**config.mk**
```make
export PLATFORM = sky130hd
export DESIGN_NAME = pipe_mux_reg
export DESIGN_NICKNAME = d
export VERILOG_FILES = /design/src/rtl/pipe_mux_reg.sv
export SDC_FILE = /design/constraint.sdc
export NUM_CORES = 1
export LEC_CHECK = 0
export CAP_MARGIN = 20
export CORE_ASPECT_RATIO = 0.6
export CORE_MARGIN = 1
export CORE_UTILIZATION = 50
export DETAILED_ROUTE_END_ITERATION = 8
export DONT_BUFFER_PORTS = 1
export HOLD_SLACK_MARGIN = 0.08
export PLACE_DENSITY = 0.68
export SETUP_SLACK_MARGIN = 0.05
export SLEW_MARGIN = 15
export SYNTH_ARGS = -nofsm -noshare
export SYNTH_HDL_FRONTEND = slang
export SYNTH_SLANG_ARGS = --single-unit
```
**constraint.sdc**
```tcl
create_clock -name clk -period 1.15 [get_ports clk]
set_clock_uncertainty 0.15 [all_clocks]
set_input_delay 0.23 -clock clk [delete_from_list [all_inputs] [get_ports clk]]
set_output_delay 0.23 -clock clk [all_outputs]
set_load 0.02 [all_outputs]
```
**src/rtl/pipe_mux_reg.sv**
```systemverilog
// N-channel, W-bit selector feeding a registered pipeline of STAGES stages.
// Carries a valid bit, honours stall/flush, and raises a sticky flag on
// out-of-range valid selects. All outputs come straight from flops.
module pipe_mux_reg #(
    parameter int unsigned    n         = 32,
    parameter int unsigned    CH        = 4,
    parameter int unsigned    STAGES    = 1,
    parameter logic [n-1:0]   FLUSH_VAL = '0,
    localparam int unsigned   SELW      = $clog2(CH)
) (
    input  logic              clk,
    input  logic              rst,
    input  logic [CH*n-1:0]   In,
    input  logic [SELW-1:0]   Choose,
    input  logic              in_valid,
    input  logic              stall,
    input  logic              flush,
    output logic [n-1:0]      Out,
    output logic              out_valid,
    output logic              sel_err
);

    // Reject illegal configurations at elaboration time.
    if (STAGES < 1) begin : g_bad_stages
        $error("pipe_mux_reg: STAGES must be at least 1");
    end
    if (CH < 2) begin : g_bad_ch
        $error("pipe_mux_reg: CH must be at least 2");
    end

    logic [n-1:0] data_q  [STAGES];
    logic         valid_q [STAGES];
    logic         sel_err_q;

    logic [n-1:0] sel_data;
    logic         sel_valid;
    logic         sel_bad;

    // Stage-0 selection; selects past the last channel become bubbles.
    always_comb begin
        sel_data  = FLUSH_VAL;
        sel_valid = 1'b0;
        sel_bad   = 1'b1;
        for (int k = 0; k < int'(CH); k++) begin
            if (int'(Choose) == k) begin
                sel_data  = In[k*n +: n];
                sel_valid = in_valid;
                sel_bad   = 1'b0;
            end
        end
    end

    // Pipeline chain: flush beats stall, stall holds everything, else shift.
    always_ff @(posedge clk or posedge rst) begin
        if (rst) begin
            for (int i = 0; i < int'(STAGES); i++) begin
                data_q[i]  <= FLUSH_VAL;
                valid_q[i] <= 1'b0;
            end
        end else if (flush) begin
            for (int i = 0; i < int'(STAGES); i++) begin
                data_q[i]  <= FLUSH_VAL;
                valid_q[i] <= 1'b0;
            end
        end else if (!stall) begin
            data_q[0]  <= sel_data;
            valid_q[0] <= sel_valid;
            for (int i = 1; i < int'(STAGES); i++) begin
                data_q[i]  <= data_q[i-1];
                valid_q[i] <= valid_q[i-1];
            end
        end
    end

    // Sticky select-error flag, cleared only by reset or flush.
    always_ff @(posedge clk or posedge rst) begin
        if (rst) begin
            sel_err_q <= 1'b0;
        end else if (flush) begin
            sel_err_q <= 1'b0;
        end else if (!stall && sel_bad && in_valid) begin
            sel_err_q <= 1'b1;
        end
    end

    assign Out       = data_q[STAGES-1];
    assign out_valid = valid_q[STAGES-1];
    assign sel_err   = sel_err_q;

endmodule

```
==> out/metrics.cfg <==
[run_status]
outcome=finished with violations
violations=hold timing, setup timing

[power_and_ir_drop]
combPwrFrac_pct=17.5
p_int_uw=2055
swShare_pct=28.49
seqPwrFrac_pct=50.5
clockPowerShare_pct=31.9
p_per_area_nw_per_um2=1086
ir_drop_uv=491.8
power_uw=2874
p_switching_uw=818.7
total_leakage_power_uw=0.001098

[finish]
area_growth_syn_to_layout_pct=10.05
drive_gt1_share_pct=43.46
stdcell_count=254
fin_nets=325
n_antenna_cell=0

[min_path]
hold_path_startpoint=flush
hold_depth=1
hold_end=out_valid
min_path_type=in2reg

[timing]
fin_crit_sh_pct=105.3
rsz0062_at_grt=true
whs_ps=-142.8
relSlewSlack_pct=73.95
worstMarginPinSlew_ps=389.9
finalHoldViolCount=33
period_needed_ps=1211
setup_viol=6
fmax_mhz=825.5
report.final.slew_viol_count=0
layout_setup_ws_ps=-61.44

[placed_design]
dp_hpwl_mm=3.834
port_buffers=0
dp.cells=241
routabilityCongestion=0.7163
pre_cts_ws_ps=-255.5

[clock_network]
cts_hold_buf=1
clockBufferDepth=2
cts_tree=built
cts.sinks=34
htree_levels=2
numCtsBuffers=5
clk_latency_ps=280
cts-root-buf=clkbuf_8
clk_pin_slew_ps=70

[floorplan]
die_area_um2=5098
rows=19
io_pins=169
die_y_um=55.71
start_util_pct=52.39
die-width_um=91.51
core_area_um2=4588

[detailed_routing]
postRouteAntennaNets=0
drc_errors=0
wirelength_mm=5.514
wl_per_cell_um=21.71
via_per_inst=6.492
via_count=1649
firstDrtPassIters=4
dr.first_iter.drc_count=32

[logic_synthesis]
yosysMostFrequentCell=mux2i_1
synth_area_um2=2404
synth.distinct_cells=14
synth_top_area_cell=dfrtp_1
netlist.area_leader.share_pct=35.40
synthFlopType=dfrtp_1
synth_area_leaders=dfrtp_1 35%, mux2i_1 27%, o221ai_2 19%
synthTopCellsByCount=65 x mux2i_1, 34 x dfrtp_1, 32 x nand3b_1
async_flop_share_pct=100.0
synth_fp_nets=325
yosysWarnings=0
ys_ff_latch=34
postSynthCellCount=190
avgSynthCellArea_um2=12.65
synth-edff-count=0
synth_seq_area_share_pct=35.40

[global_route]
grt_pass1_wl_mm=8.459
grt_max_degree=65
grt_pass1_vias=1642
track_usage_pct=21.38
grt_overflow=0
antenna_found_initial=0

[setup_path]
startpoint_type=register
cp_cell_sequence=buf_6
ff2ff_path_depth=3
critPathCaptureType=primary output
cp_max_fo=2
regToRegStartpoint=Out[13]
crit_required_ps=770
crit_arrival_ps=830
path_buf_inv=1
critPathKind=reg2out
rr_endpoint=Out[13]
cp_slowest_cell=dfrtp_1
slowest_delay_ps=410
cp_top_family=flip-flops
r2r_slack_ps=170

[flow_run]
cap_violations=0

[what timing repair did]
item                       CTS  global route
setup endpoints to repair   34            35
setup buffers                2             2
gates cloned                 0             0
gates resized for setup     35             1
hold endpoints to repair    68            34
[layer usage]
| layer | vias to the layer above | track usage (%) | share of wire, % |
|---|---|---|---|
| met5 | - | 0 | 0 |
| met4 | 0 | 6.122 | 0.96 |
| met3 | 7 | 5.874 | 7.1 |
| met2 | 90 | 37.06 | 51 |
| met1 | 806 | 26.23 | 41 |
| li1 | 746 | - | - |
[metrics by stage]
step / TNS (ps) / util, % / hold WS [ps] / instance area [um2]
global route: -444.3 / 57.65 / -155.8 / 2645
global placement: -6023 / 53.34 / -49.43 / 2447
CTS: -301.9 / 57.19 / -154.1 / 2624
finish: -251.4 / 57.65 / -142.8 / 2645
detailed placement: -6845 / 53.34 / -39.64 / 2447
floorplan: -6716 / - / 20.84 / 2415
[layout by cell type (no fill, tap or decap)]
cell           instances
dfrtp_2               28
clkbuf_8               6
nor2b_1                1
clkinv_2               1
nor2_1                 1
or3_2                  1
buf_6                  6
nand3b_1              32
buf_4                  4
mux2i_1               65
clkinvlp_4             1
or3b_4                 1
clkbuf_1               1
dlygate4sd3_1          1
buf_12                 4
dfrtp_1                6
o221ai_2              31
o221ai_1               1
[layout make-up]
| class | count | area [um2] |
|---|---|---|
| flip-flops and latches | 34 | 885.9 |
| repair buffers | 15 | 187.7 |
| fillers | 365 | 1943 |
| clock buffers | 7 | 86.33 |
| clock inverters | 1 | 5.005 |
| multi-input cells | 133 | 1394 |
| well taps | 63 | 78.83 |
| inverters | 1 | 7.507 |
[cell families after synthesis]
group	after synthesis	synth area share [%]
muxes	65	27.07
and+or+nand+nor	36	11.04
AOI/OAI and AO/OA	32	19.47
buffers and inverters	23	7.028
DFF	34	35.40
[registers in the layout, indices dropped and copies added (netlist names)]
| name | cells |
|---|---|
| Out | 32 |
| out_valid | 1 |
| sel_err | 1 |
[worst max path at each step]
stage          cells after the start     from  endpoint
4_1_cts                            1  Out[13]   Out[13]
5_1_grt                            1  Out[13]   Out[13]
2_1_floorplan                      5    stall   Out[22]
3_5_place_dp                       3    stall   Out[10]
3_3_place_gp                       3    stall   Out[20]
6_report                           1  Out[13]   Out[13]
[power groups by stage]
stage / registers (uW) / clock network, uW / logic [uW]
finish: 1450 / 918 / 504
global route: 1460 / 1000 / 542
CTS: 1450 / 942 / 501
detailed placement: 1460 / 0 / 481
global placement: 1460 / 0 / 453
floorplan: 1460 / 0 / 453
(Power assumes the default switching activity.)
